### src/rtl/cfg_write_arbiter_if.sv
// Bundle of requester, regmap-write and status signals around cfg_write_arbiter.
// The master modport is the arbiter's view; slave is the environment's view.
interface cfg_write_arbiter_if #(
    parameter int N_REQ    = 3,
    parameter int ERRCNT_W = 16
);
    logic [N_REQ-1:0]    req_valid;
    logic [8*N_REQ-1:0]  req_addr;
    logic [32*N_REQ-1:0] req_data;
    logic [32*N_REQ-1:0] req_keep;
    logic [N_REQ-1:0]    req_ready;
    logic [N_REQ-1:0]    rsp_done;
    logic [1:0]          rsp_err;
    logic                rsp_timeout;
    logic                wr_cmd;
    logic [7:0]          wr_addr;
    logic [31:0]         wr_data;
    logic [31:0]         wr_keep;
    logic                wr_valid;
    logic                wr_ready;
    logic [1:0]          wr_err;
    logic                busy;
    logic [2:0]          grant_idx;
    logic [ERRCNT_W-1:0] err_count;

    modport master (
        input  req_valid, req_addr, req_data, req_keep, wr_valid, wr_ready, wr_err,
        output req_ready, rsp_done, rsp_err, rsp_timeout, wr_cmd, wr_addr, wr_data,
               wr_keep, busy, grant_idx, err_count
    );

    modport slave (
        output req_valid, req_addr, req_data, req_keep, wr_valid, wr_ready, wr_err,
        input  req_ready, rsp_done, rsp_err, rsp_timeout, wr_cmd, wr_addr, wr_data,
               wr_keep, busy, grant_idx, err_count
    );
endinterface

### src/rtl/cfg_write_arbiter.sv
// Round-robin arbiter sharing the config_reg_map write port among N_REQ requesters,
// one write in flight, with per-write completion status and a saturating failure count.
module cfg_write_arbiter #(
    parameter int N_REQ          = 3,
    parameter int TIMEOUT_CYCLES = 64,
    parameter int ERRCNT_W       = 16
) (
    input  logic                 clk_i,
    input  logic                 rst_n_i,
    cfg_write_arbiter_if.master  bus
);
    localparam int IW = 3;
    localparam int TW = $clog2(TIMEOUT_CYCLES + 1);

    typedef enum logic [1:0] {S_IDLE, S_ISSUE, S_WAIT, S_RESP} state_e;

    state_e              state_q, state_d;
    logic [IW-1:0]       last_grant_q, last_grant_d;
    logic [IW-1:0]       grant_q, grant_d;
    logic [7:0]          addr_q, addr_d;
    logic [31:0]         data_q, data_d;
    logic [31:0]         keep_q, keep_d;
    logic [TW-1:0]       timer_q, timer_d;
    logic [1:0]          err_q, err_d;
    logic                tmo_q, tmo_d;
    logic [ERRCNT_W-1:0] cnt_q, cnt_d;

    logic [IW-1:0]       pick;
    logic                any_valid;
    logic [N_REQ-1:0]    req_ready_c;

    // The rst_n_i name is inherited, but the reset is asserted high.
    // NOTE: state registers use non-blocking assignments so every flop samples
    // the pre-edge values, independent of process evaluation order.
    always_ff @(posedge clk_i or posedge rst_n_i) begin
        if (rst_n_i) begin
            state_q      <= S_IDLE;
            last_grant_q <= IW'(N_REQ - 1);
            grant_q      <= '0;
            addr_q       <= '0;
            data_q       <= '0;
            keep_q       <= '0;
            timer_q      <= '0;
            err_q        <= '0;
            tmo_q        <= 1'b0;
            cnt_q        <= '0;
        end else begin
            state_q      <= state_d;
            last_grant_q <= last_grant_d;
            grant_q      <= grant_d;
            addr_q       <= addr_d;
            data_q       <= data_d;
            keep_q       <= keep_d;
            timer_q      <= timer_d;
            err_q        <= err_d;
            tmo_q        <= tmo_d;
            cnt_q        <= cnt_d;
        end
    end

    // Scan distances N_REQ..1 so the closest valid requester after last_grant wins.
    always_comb begin
        pick      = last_grant_q;
        any_valid = 1'b0;
        for (int k = N_REQ; k >= 1; k--) begin
            for (int i = 0; i < N_REQ; i++) begin
                if (bus.req_valid[i] && (i == (int'(last_grant_q) + k) % N_REQ)) begin
                    pick      = IW'(i);
                    any_valid = 1'b1;
                end
            end
        end
    end

    // NOTE: every variable gets a default before the case so no path can infer a latch.
    always_comb begin
        state_d      = state_q;
        last_grant_d = last_grant_q;
        grant_d      = grant_q;
        addr_d       = addr_q;
        data_d       = data_q;
        keep_d       = keep_q;
        timer_d      = timer_q;
        err_d        = err_q;
        tmo_d        = tmo_q;
        cnt_d        = cnt_q;
        req_ready_c  = '0;

        case (state_q)
            S_IDLE: begin
                if (bus.wr_ready && any_valid) begin
                    for (int i = 0; i < N_REQ; i++) begin
                        if (pick == IW'(i)) begin
                            req_ready_c[i] = 1'b1;
                            addr_d         = bus.req_addr[8*i +: 8];
                            data_d         = bus.req_data[32*i +: 32];
                            keep_d         = bus.req_keep[32*i +: 32];
                        end
                    end
                    grant_d = pick;
                    err_d   = 2'b00;
                    tmo_d   = 1'b0;
                    state_d = S_ISSUE;
                end
            end
            S_ISSUE: begin
                timer_d = '0;
                state_d = S_WAIT;
            end
            S_WAIT: begin
                timer_d = timer_q + TW'(1);
                if (bus.wr_err != 2'b00) begin
                    err_d   = bus.wr_err;
                    state_d = S_RESP;
                end else if (bus.wr_valid) begin
                    state_d = S_RESP;
                end else if (timer_q == TW'(TIMEOUT_CYCLES - 1)) begin
                    tmo_d   = 1'b1;
                    state_d = S_RESP;
                end
            end
            S_RESP: begin
                last_grant_d = grant_q;
                if ((err_q != 2'b00 || tmo_q) && cnt_q != '1) begin
                    cnt_d = cnt_q + ERRCNT_W'(1);
                end
                state_d = S_IDLE;
            end
            default: state_d = S_IDLE;
        endcase
    end

    // req_ready is combinational, so it is gated directly by reset to be 0 while reset is held.
    always_comb begin
        bus.req_ready = rst_n_i ? '0 : req_ready_c;
        bus.rsp_done  = '0;
        for (int i = 0; i < N_REQ; i++) begin
            bus.rsp_done[i] = (state_q == S_RESP) && (grant_q == IW'(i));
        end
        bus.rsp_err     = (state_q == S_RESP) ? err_q : 2'b00;
        bus.rsp_timeout = (state_q == S_RESP) && tmo_q;
        bus.wr_cmd      = (state_q == S_ISSUE);
        bus.wr_addr     = addr_q;
        bus.wr_data     = data_q;
        bus.wr_keep     = keep_q;
        bus.busy        = (state_q != S_IDLE);
        bus.grant_idx   = grant_q;
        bus.err_count   = cnt_q;
    end
endmodule

### src/flat_wrapper.sv
// flat-port wrapper written by rule: the top's interface ports become plain ports
module cfg_write_arbiter_flat 
#(
    parameter int N_REQ          = 3,
    parameter int TIMEOUT_CYCLES = 64,
    parameter int ERRCNT_W       = 16
)
  (clk_i, rst_n_i, bus_req_valid, bus_req_addr, bus_req_data, bus_req_keep, bus_wr_valid, bus_wr_ready, bus_wr_err, bus_req_ready, bus_rsp_done, bus_rsp_err, bus_rsp_timeout, bus_wr_cmd, bus_wr_addr, bus_wr_data, bus_wr_keep, bus_busy, bus_grant_idx, bus_err_count);
  cfg_write_arbiter_if #(.N_REQ(N_REQ), .ERRCNT_W(ERRCNT_W)) bus_i ();
  input  logic clk_i;
  input  logic rst_n_i;
  input wire logic [$bits(bus_i.req_valid)-1:0] bus_req_valid;
  input wire logic [$bits(bus_i.req_addr)-1:0] bus_req_addr;
  input wire logic [$bits(bus_i.req_data)-1:0] bus_req_data;
  input wire logic [$bits(bus_i.req_keep)-1:0] bus_req_keep;
  input wire logic [$bits(bus_i.wr_valid)-1:0] bus_wr_valid;
  input wire logic [$bits(bus_i.wr_ready)-1:0] bus_wr_ready;
  input wire logic [$bits(bus_i.wr_err)-1:0] bus_wr_err;
  output wire logic [$bits(bus_i.req_ready)-1:0] bus_req_ready;
  output wire logic [$bits(bus_i.rsp_done)-1:0] bus_rsp_done;
  output wire logic [$bits(bus_i.rsp_err)-1:0] bus_rsp_err;
  output wire logic [$bits(bus_i.rsp_timeout)-1:0] bus_rsp_timeout;
  output wire logic [$bits(bus_i.wr_cmd)-1:0] bus_wr_cmd;
  output wire logic [$bits(bus_i.wr_addr)-1:0] bus_wr_addr;
  output wire logic [$bits(bus_i.wr_data)-1:0] bus_wr_data;
  output wire logic [$bits(bus_i.wr_keep)-1:0] bus_wr_keep;
  output wire logic [$bits(bus_i.busy)-1:0] bus_busy;
  output wire logic [$bits(bus_i.grant_idx)-1:0] bus_grant_idx;
  output wire logic [$bits(bus_i.err_count)-1:0] bus_err_count;
  assign bus_i.req_valid = bus_req_valid;
  assign bus_i.req_addr = bus_req_addr;
  assign bus_i.req_data = bus_req_data;
  assign bus_i.req_keep = bus_req_keep;
  assign bus_i.wr_valid = bus_wr_valid;
  assign bus_i.wr_ready = bus_wr_ready;
  assign bus_i.wr_err = bus_wr_err;
  assign bus_req_ready = bus_i.req_ready;
  assign bus_rsp_done = bus_i.rsp_done;
  assign bus_rsp_err = bus_i.rsp_err;
  assign bus_rsp_timeout = bus_i.rsp_timeout;
  assign bus_wr_cmd = bus_i.wr_cmd;
  assign bus_wr_addr = bus_i.wr_addr;
  assign bus_wr_data = bus_i.wr_data;
  assign bus_wr_keep = bus_i.wr_keep;
  assign bus_busy = bus_i.busy;
  assign bus_grant_idx = bus_i.grant_idx;
  assign bus_err_count = bus_i.err_count;
  cfg_write_arbiter #(.N_REQ(N_REQ), .TIMEOUT_CYCLES(TIMEOUT_CYCLES), .ERRCNT_W(ERRCNT_W)) u_core (.clk_i(clk_i), .rst_n_i(rst_n_i), .bus(bus_i));
endmodule
### config.mk
export PLATFORM = sky130hd
export DESIGN_NAME = cfg_write_arbiter_flat
export DESIGN_NICKNAME = d
export VERILOG_FILES = /design/src/rtl/cfg_write_arbiter_if.sv /design/src/rtl/cfg_write_arbiter.sv /design/src/flat_wrapper.sv
export SDC_FILE = /design/constraint.sdc
export NUM_CORES = 1
export LEC_CHECK = 0
export CAP_MARGIN = 20
export CORE_UTILIZATION = 37
export CTS_CLUSTER_SIZE = 8
export DETAILED_ROUTE_END_ITERATION = 10
export GPL_TIMING_DRIVEN = 0
export PLACE_DENSITY = 0.78
export REMOVE_ABC_BUFFERS = 1
export SKIP_CTS_REPAIR_TIMING = 1
export SLEW_MARGIN = 25
export SYNTH_ARGS = -nofsm -noshare
export SYNTH_HDL_FRONTEND = slang
export SYNTH_SLANG_ARGS = --single-unit
### constraint.sdc
create_clock -name clk_i -period 7.13 [get_ports clk_i]
set_clock_uncertainty 0.2 [all_clocks]
set_input_delay 1.426 -clock clk_i [delete_from_list [all_inputs] [get_ports clk_i]]
set_output_delay 1.426 -clock clk_i [all_outputs]
set_load 0.03 [all_outputs]
; ---- Word-level counts from Yosys, hierarchy flattened
; Cells that the tools add are included.
[totals]
wordCells = 121
output_inout_bits = 102
register_bits = 106
[classes]
eq_ne = 21
addsub = 5
div = 3
muxes = 48
reduce_logical = 34
[ops]
columns = op, n
row1 = $mux 32, 6
row2 = $eq 2x32->1 const A, 3
row3 = $eq 3x32->1 const A, 3
row4 = $logic_not 32->1, 3
row5 = $mod 32x3->32 const B, 3
row6 = $mux 3, 12
row7 = $mux 8, 3
row8 = $add 16x1->16 const B, 1
row9 = $mux 1, 16
row10 = $ne 16x16->1 const B, 1
row11 = $logic_and 1x1->1, 15
row12 = $mux 2, 7
row13 = $pmux 7 s2, 1
row14 = $reduce_bool 2->1, 5
row15 = $add 3x2->4 const B, 2
row16 = $pmux 2 s4, 1
row17 = $add 7x1->7 const B, 1
row18 = $eq 7x6->1 const B, 1
row19 = $eq 3x1->1 const B, 2
row20 = $eq 3x2->1 const B, 2
row21 = $logic_not 3->1, 2
row22 = $ne 2x1->1 const B, 3
row23 = $reduce_and 2->1, 3
row24 = $reduce_and 3->1, 2
row25 = 11 further kinds, 13

; ---- Logic depth before layout (Yosys ltp)
; Gate-level depths: netlist of run 1.
[depth]
ltp_word = 18
mapped_depth = 24

; ---- Least setup slack after synthesis of run 1
; Ideal clock, no wire load.
[synth_timing]
path_type = reg-to-output
startpoint = register u_core.last_grant_q[0]
endpoint = output bus_req_ready[1]
stages_incl_launch_ff = 19
arrival_time_ps = 5707
path_slack_ps = -203
path_cell_list = dfrtp_1 -> buf_2 -> buf_1 -> inv_1 -> ha_1 -> clkinv_1 -> ha_1 -> ha_1 -> a21oi_1 -> a21oi_1 -> or2_2 -> ha_1 -> a221oi_1 -> nor3b_1 -> o2111a_1 -> a311o_1 -> a211oi_2 -> o221ai_2 -> nor4_1
[synth_via]
elab_chain_len = 18
word_cells_on_any_way = 48
[synth_rtl]
columns = item, line_no
row1 = from (decl), cfg_write_arbiter.sv:18  ; logic [IW-1:0] last_grant_q, last_grant_d;
row2 = from (signal assigned), cfg_write_arbiter.sv:38  ; last_grant_q <= IW'(N_REQ - 1);
row3 = from (signal assigned), cfg_write_arbiter.sv:49  ; last_grant_q <= last_grant_d;
row4 = $add 3x2->4, cfg_write_arbiter.sv:67  ; if (bus.req_valid[i] && (i == (int'(last_grant_q) + k) % N_REQ)) begin
row5 = $mod 32x3->32, cfg_write_arbiter.sv:67
row6 = $logic_not 32->1, cfg_write_arbiter.sv:67
row7 = $logic_and 1x1->1, cfg_write_arbiter.sv:67
row8 = $mux 3 (9 in a row), cfg_write_arbiter.sv:67
row9 = $eq 3x1->1, cfg_write_arbiter.sv:93  ; if (pick == IW'(i)) begin
row10 = $mux 1, cfg_write_arbiter.sv:93
row11 = $mux 3 *, cfg_write_arbiter.sv:91  ; if (bus.wr_ready && any_valid) begin
row12 = $mux 3 *, cfg_write_arbiter.sv:89  ; case (state_q)
row13 = $mux 3 *, cfg_write_arbiter.sv:135  ; bus.req_ready = rst_n_i ? '0 : req_ready_c;
row14 = to (decl), flat_wrapper.sv:19  ; output wire logic [$bits(bus_i.req_ready)-1:0] bus_req_ready;
; Mark *: on every way between the ends. The rest lies on a longest branch, timed or not.

; ---- Worst setup path after layout of run 1
[layout_timing]
startpoint = register u_core.last_grant_q[1]
endpoint = output bus_req_ready[0]
[layout_via]
elab_chain_len = 18
word_cells_on_any_way = 48
[layout_rtl]
columns = item, line_no
row1 = $add 3x2->4, cfg_write_arbiter.sv:67
row2 = $mod 32x3->32, cfg_write_arbiter.sv:67
row3 = $logic_not 32->1, cfg_write_arbiter.sv:67
row4 = $logic_and 1x1->1, cfg_write_arbiter.sv:67
row5 = $mux 3 (9 in a row), cfg_write_arbiter.sv:67
row6 = $logic_not 3->1, cfg_write_arbiter.sv:93
row7 = $mux 1, cfg_write_arbiter.sv:93
row8 = $mux 3 *, cfg_write_arbiter.sv:91
row9 = $mux 3 *, cfg_write_arbiter.sv:89
row10 = $mux 3 *, cfg_write_arbiter.sv:135
; Marked as above.

==> results of run 1 <==
## worst register-to-register path: stages, from the launching register on
cell and delay [ps]:
dfstp_4 690, clkinvlp_4 160, ha_4 370, clkinvlp_4 200, ha_1 290, ha_2 230, a21oi_2 290, a21oi_2 110
or2_2 310, ha_2 240, nor3_1 220, a2111o_1 140, a22o_1 140, a22oi_1 100, o2111a_2 220, buf_12 140
or4_4 560, o221ai_2 300, nor3b_2 590, buf_4 300, buf_6 170, buf_6 160, buf_4 200, buf_4 210
a221o_1 170
## layer usage
layer / vias up / share of wire, % / routed length [µm]
met1: 3280 / 40 / 10300
met2: 272 / 51 / 13400
met4: 2 / 3.6 / 926
met3: 51 / 5.6 / 1470
li1: 3120 / - / -
met5: - / 0.065 / 17
## worst min path at each step
| stage | to | cells past startpoint |
|---|---|---|
| 6_report | u_core.bus.err_count[7] | 1 |
| 5_1_grt | u_core.bus.err_count[7] | 1 |
| 4_1_cts | u_core.bus.err_count[9] | 1 |
| 3_5_place_dp | u_core.bus.err_count[9] | 1 |
| 3_3_place_gp | u_core.bus.err_count[11] | 1 |
| 2_1_floorplan | u_core.err_q[0] | 2 |
## registers in the layout, indices dropped and copies added (netlist names), 3 cells and up
signal                count
u_core.bus.err_count     16
u_core.bus.grant_idx      3
u_core.bus.wr_addr        8
u_core.bus.wr_data       32
u_core.bus.wr_keep       32
u_core.last_grant_q       3
u_core.timer_q            7
## cells by family after synthesis
logic type | Yosys count
adders and majority gates | 30
buffers and inverters | 70
DFF | 106
and+or+nand+nor | 122
xor gates and xnor gates | 22
muxes | 7
AOI/OAI and AO/OA | 254
## final cells by class
cell class | count | share of cell area [%]
clock buffers | 9 | 2.10
multi-input cells | 435 | 34.3
diodes | 1 | 0.0234
well taps | 225 | 2.63
clock inverters | 7 | 0.666
repair buffers | 366 | 34.2
inverters | 31 | 1.20
flip-flops and latches | 106 | 24.9
## per-stage QoR
step / TNS (ps) / power (mW) / instances / hold slack [ps] / worst slack (ps)
floorplan: -160720 / 2.82 / 572 / 308 / -2190
global placement: -666320 / 3.85 / 1123 / 278 / -8980
detailed placement: -20680 / 3.93 / 1148 / 281 / -984
CTS: -22750 / 4.45 / 1164 / 297 / -1380
global route: -207 / 4.89 / 1180 / 324 / -85.1
finish: 0 / 4.65 / 1180 / 302 / 84.3
## placed cells by master, fill, tap and decap left out, drive strengths merged, types with 3 or more instances in the layout
master	Yosys	layout
a31oi	6	6
nand3b	3	3
a21oi	13	13
clkdlybuf4s50	0	323
nand4b	3	3
xor2	10	10
nor3b	4	4
nand2b	4	4
a21o	6	6
nand3	13	13
dfrtp	105	105
inv	30	32
nor2	24	24
a211oi	6	6
nor4bb	3	3
mux2	3	3
buf	13	43
o211ai	8	8
clkbuf	26	9
a221o	72	72
ha	30	30
clkinvlp	0	4
and3	7	7
a221oi	3	3
o21ai	25	25
nor4	3	3
o22ai	3	3
a22o	73	73
o211a	4	4
nor2b	4	4
nand2	25	25
mux2i	4	4
and2	5	5
nor3	7	7
xnor2	12	12
a2bb2oi	3	3
nand4	7	7
## power by group through the flow
| stage | registers, mW | logic [mW] | clock network (mW) |
|---|---|---|---|
| 2_1_floorplan | 1.39 | 1.43 | 0 |
| 3_3_place_gp | 1.05 | 2.80 | 0 |
| 3_5_place_dp | 1.05 | 2.88 | 0 |
| 4_1_cts | 1.04 | 2.89 | 0.514 |
| 5_1_grt | 1.07 | 3.28 | 0.536 |
| 6_report | 1.05 | 3.10 | 0.505 |
==> impl_results.md, run 1 <==
* Main synth FF type: dfrtp_1
* Area delta synth->final at 64.6%
* Arrival time at the worst endpoint at 5420 ps
* Number of I/O pins at roughly 330
* Final ANT Viol Nets at 0
* Switch share at between 40% and 50%
* Worst path depth at 19
* Longest Clk Path Bufs at 2
* Die height at 135 µm
* Hold path startpoint: u_core.bus.err_count[7]
* Worst Tran Pin Value at 780 ps
* Tcrit/Tclk final at 98.8%
* Vias in the first global route at 6469
* Worst min-delay path class: reg2reg
* Overall routing resource usage at roughly 28%
* Critical Path Start: u_core.last_grant_q[1]
* Worst-Skew Late Latency at approximately 360 ps
* Synth Area in Compound Gates at between 30 and 40%
* Max Clk Rate at 0.142 GHz
* Part of the Yosys area used for sequential elements at 40.8%
* Critical Path, Cell by Cell: clkinvlp_4, ha_4, clkinvlp_4, ha_1, ha_2, a21o_4, nor3_2, or2_2, ha_2, nor3_1, a2111o_1, a22o_1, a22oi_1, o2111a_2, a311o_1, a211oi_4, or3_4, nor3_1, buf_2
* Largest family of logic cells by synthesized area: compound AO/OA/AOI/OAI gates
* Critical path class: reg2out
* Total Die Area at around 18000 µm²
* Clock power share at between 10% and 20%
* Met2 Use GR at 48.7%
* Layout cell share with drive strength beyond 1 at about a tenth
* Root Buffer: clkbuf_16
* Met1 Track Usage GR at 33.5%
* Max rail drop VDD at 190 µV
* GRT Max-Usage Layer: met2
* Vias/cell at approximately 5.7
* Relative slew slack at between 40 and 50%
* Ys Warns at 0
* Syn Inst Count at ~610
* Placement Rows at between 40 and 50
* Worst reg2reg path depth at 24
* R2R Setup Slk at 360 ps
* Reg2reg start: u_core.last_grant_q[1]
* Setup violators final at 0
* Final net count at 1204
* CTS tree: yes
* Seq cells post-synth at 106
* CP Launch Type: flip-flop
* Area share of and/or/nand/nor cells after synthesis at 10.4%
* First-pass GRT wire length at around 37000 µm
* Pre-antenna DRT Iters at 5
* Synth area leaders: dfrtp_1 40%, a221o_1 11%, a22o_1 9.8%, ha_1 5.8%, o21ai_0 1.8%
* Top-area cell type share of the netlist area at about two fifths
* Fin area at about 11000 µm²
* Placed cell area at around 10000 µm²
* Mean Syn Cell Area at 10.6 µm²
* Slowest Stage Delay on Critical Path at a little under 700 ps
* Slowest-stage cell, CP: dfstp_4
* Largest net degree at the start of global routing at 58
* Core Area at between 15000 and 20000 µm²
* CP bufs+invs at 3
* WL final at between 20000 and 30000 µm
* Clock Sinks at around 110
* Max Slew Vio Count at 0
* Distinct cells, synth at 76
* Status: complete, no violations
* Mux cell area share after synthesis at under 10%
* Reg2reg end: u_core.bus.wr_keep[18]
* Port Buffers at ~330
* Multi-input gate area at around 3700 µm²
* Number of synthesized flops with an enable pin at 0
* Post-DR wirelength/cell at between 20 and 25 µm
* Reg power frac at 22.5%
* DRC at 0
* Top-count cell post-synth: dfrtp_1
* Adder-cell share of the synthesized area at 5.77%
* Crit. End Element: output pin
* Int Pwr at 2.55 mW
* Placer congestion estimate at just under 0.9
* Cell Area, Synth at ~6500 µm²
* Die Width at ~130 µm
* Synth area leader: dfrtp_1
* Antenna violations before repair at 2
* Vias at about 6700
* Grt total ovfl at 0
* HPWL after DPL at 20700 µm
* Register area at ~2700 µm²
* Crit Path Max Fanout at 9
* Net load switching power at ~2.1 mW
* Worst setup endpoint: bus_req_ready[0]
* Final Hold Violating Endpoints at 0
* Pleak at approximately 4.4 nW
* Delay-heaviest family, CP: compound AO/OA/AOI/OAI gates
* Power Density at ~430 nW/µm²
* Min Clock Period, post-route at 7050 ps
* CTS H-tree lvls at 3
* Max Cap Viol at 0
* DR iter-0 viols at roughly 470
* Met3 Usage GRT at between 5 and 6%
* Fill cells at between 1000 and 1500
* Comb power frac at 66.6%
* Async SR Flop Fraction at 100%
* Synth Area in XOR/XNOR at between 3 and 4%
* Most frequent cells after synthesis: 105 x dfrtp_1, 73 x a22o_1, 72 x a221o_1
* Core Util, Final at between 60 and 70%
* Initial core utilization at between 30 and 40%
* TritonCTS buffer count at 9
* Clk pin slew, worst setup/hold paths at 80 ps
* Worst path required time at between 5000 and 6000 ps
Power figures use the tool's default switching activity.
==> run 2, diff against run 1 <==
--- a/config.mk
+++ b/config.mk
@@ -6,6 +6,7 @@
 export NUM_CORES = 1
 export LEC_CHECK = 0
 export CAP_MARGIN = 20
+export CORE_MARGIN = 3
 export CORE_UTILIZATION = 37
 export CTS_CLUSTER_SIZE = 8
 export DETAILED_ROUTE_END_ITERATION = 10
==> run 2 against run 1 <==
  * Register-to-register slack better by 220 ps
  * Global-route usage down 2.1 points
  * Worst setup slack better by 77 ps
  * Non-clock buffer count up 3
  * Largest cell class unchanged
  * Combinational power about the same
==> impl_results.md, run 2 (same netlist as run 1, synthesis figures left out) <==
* WL final at 26300 µm (+0.85%)
* HPWL after DPL at 20900 µm (+0.98%)
* # diodes at 0 (-1)
* Slowest Stage Delay on Critical Path at 620 ps (-70 ps)
* Clk pin slew, worst setup/hold paths at 80 ps (about the same)
* Power Density at 433 nW/µm² (-0.31%)
* Comb power frac at 67.3% (+0.7 points)
* Arrival time at the worst endpoint at 5340 ps (-80 ps)
* Layout cell share with drive strength beyond 1 at 11.0% (+0.59 points)
* Setup violators final at 0 (unchanged)
* Fill cells at 1384 (-5.1%)
* Min Clock Period, post-route at 6970 ps (-76.5 ps)
* Area delta synth->final at 65.1%
* TritonCTS buffer count at 9 (unchanged)
* Worst setup endpoint: bus_req_ready[1]
* Worst Tran Pin Value at 596 ps (-184 ps)
* Final Non-Filler Cells at 1177 (-0.25%)
* Max Clk Rate at 0.143 GHz (+1.1%)
* Longest Clk Path Bufs at 2 (unchanged)
* Grt total ovfl at 0 (unchanged)
* Worst path depth at 18 (-1)
* Die Width at 139 µm (+3.0%)
* Antenna violations before repair at 0 (-2)
* Max Slew Vio Count at 0 (unchanged)
* Fin area at 10700 µm² (+0.32%)
* CTS H-tree lvls at 3 (unchanged)
* Port Buffers at 326 (unchanged)
* Vias/cell at 5.73 (+0.57%)
* Commonest non-fill, non-tap cell in the layout: clkdlybuf4s50_1
* Placer congestion estimate at 0.878 (+0.38%)
* CP bufs+invs at 2 (-1)
* Delay-heaviest family, CP: compound AO/OA/AOI/OAI gates
* Reg2reg start: u_core.last_grant_q[0]
* Tcrit/Tclk final at 97.7% (-1.1 points)
* Core Util, Final at 63.6% (+1.5 points)
* Worst reg2reg path depth at 25 (+4.2%)
* Placement Rows at 47 (-2.1%)
* Final ANT Viol Nets at 0 (unchanged)
* Vias in the first global route at 6587 (+1.8%)
* Total Die Area at 19200 µm² (+6.0%)
* Critical Path Start: u_core.last_grant_q[1]
* Final net count at 1207 (+0.25%)
* Inst Count DP at 1143 (-0.44%)
* Crit. End Element: output pin
* Overall routing resource usage at 25.8% (-2.1 points)
* Vias at 6746 (+0.31%)
* Crit Path Max Fanout at 7 (-2)
* Net load switching power at 2.08 mW (-0.84%)
* Commonest non-fill, non-tap cells in the layout: 323 x clkdlybuf4s50_1, 103 x dfrtp_1, 73 x a22o_1
* Core Area at 16900 µm² (-2.1%)
* Max Cap Viol at 0 (unchanged)
* CTS tree: yes
* Critical path class: reg2out
* CP Launch Type: flip-flop
* Pleak at 4.44 nW (+0.89%)
* Max rail drop VDD at 246 µV (+29%)
* Pre-antenna DRT Iters at 5 (unchanged)
* Root Buffer: clkbuf_16
* RSZ-0062 raised after global routing: true
* Most frequent CP cell: ha_2
* Critical Path, Cell by Cell: clkinvlp_4, ha_2, a21o_1, nor2_4, ha_1, ha_2, a21o_1, nor3_2, or2_2, ha_2, a221oi_2, and4b_1, a31oi_1, a311o_1, a211oi_4, o221ai_4, nor4_1, clkbuf_2
* Int Pwr at 2.57 mW (+0.71%)
* DRC at 0 (unchanged)
* Clock Sinks at 106 (unchanged)
* Worst-Skew Late Latency at 360 ps (about the same)
* Post-DR wirelength/cell at 22.3 µm (+1.1%)
* Hold path startpoint: u_core.bus.err_count[7]
* Largest net degree at the start of global routing at 59 (+1.7%)
* Clock power share at 10.7% (-0.2 points)
* Placed cell area at 10100 µm² (about the same)
* Reg2reg end: u_core.bus.wr_data[28]
* Status: complete, no violations
* Die height at 139 µm (+3.0%)
* First-pass GRT wire length at 38900 µm (+4.0%)
* Worst path required time at 5500 ps (about the same)
* Switch share at 44.8% (-0.38 points)
* Slowest-stage cell, CP: dfstp_2
* Worst min-delay path class: reg2reg
* DR iter-0 viols at 381 (-20%)
* Relative slew slack at 60.0% (+12 points)
* Initial core utilization at 38.5% (+0.80 points)
* R2R Setup Slk at 580 ps (+220 ps)
* Final Hold Violating Endpoints at 0 (unchanged)
* Reg power frac at 22.0% (-0.5 points)
* Number of I/O pins at 327 (unchanged)
## run 2: changes by cell type in the layout (fill, tap and decap cells not counted), sizes merged
| cell | delta |
|---|---|
| clkbuf | +2 |
| clkinv | +2 |
| clkinvlp | -2 |
| buf | +1 |
| diode | -1 |
## run 2: area by class of cell
class	count	area, µm²	share of cell area, %
flip-flops and latches	106	2660	24.8
repair buffers	369	3680	34.3
well taps	220	275	2.56
multi-input cells	435	3700	34.4
inverters	31	129	1.20
clock inverters	7	71.3	0.664
clock buffers	9	225	2.10
## run 2: power by group through the flow
| stage | combinational, mW | clock [mW] | sequential [mW] |
|---|---|---|---|
| final | 3.13 | 0.497 | 1.02 |
| after global routing | 3.32 | 0.533 | 1.05 |
| after CTS | 2.89 | 0.509 | 1.03 |
| after detailed placement | 2.88 | 0 | 1.03 |
| after global placement | 2.78 | 0 | 1.03 |
| after floorplan | 1.43 | 0 | 1.39 |
## run 2: per-stage QoR
step	worst slack, ps	hold slack, ps	total power, mW	TNS (ps)
global placement	-8730	280	3.81	-645950
CTS	-1520	301	4.42	-21470
floorplan	-2190	308	2.82	-160720
detailed placement	-1110	282	3.91	-18760
global route	-63.2	329	4.91	-158
finish	161	302	4.65	0
## run 2: worst min path at each step
stage,to,slack (ps),cells past startpoint
after floorplan,u_core.err_q[0],310,2
after global placement,u_core.bus.err_count[9],280,1
after detailed placement,u_core.bus.err_count[7],280,1
after CTS,u_core.bus.err_count[7],300,1
after global routing,u_core.bus.err_count[7],330,1
final,u_core.bus.err_count[7],300,1
## run 2: routing by layer
layer	track usage, %	wire length [µm]	vias up
met2	47.0	13800	277
met1	30.6	10100	3312
li1	-	-	3120
met3	5.41	1670	37
met4	7.54	688	0
met5	0	0	-
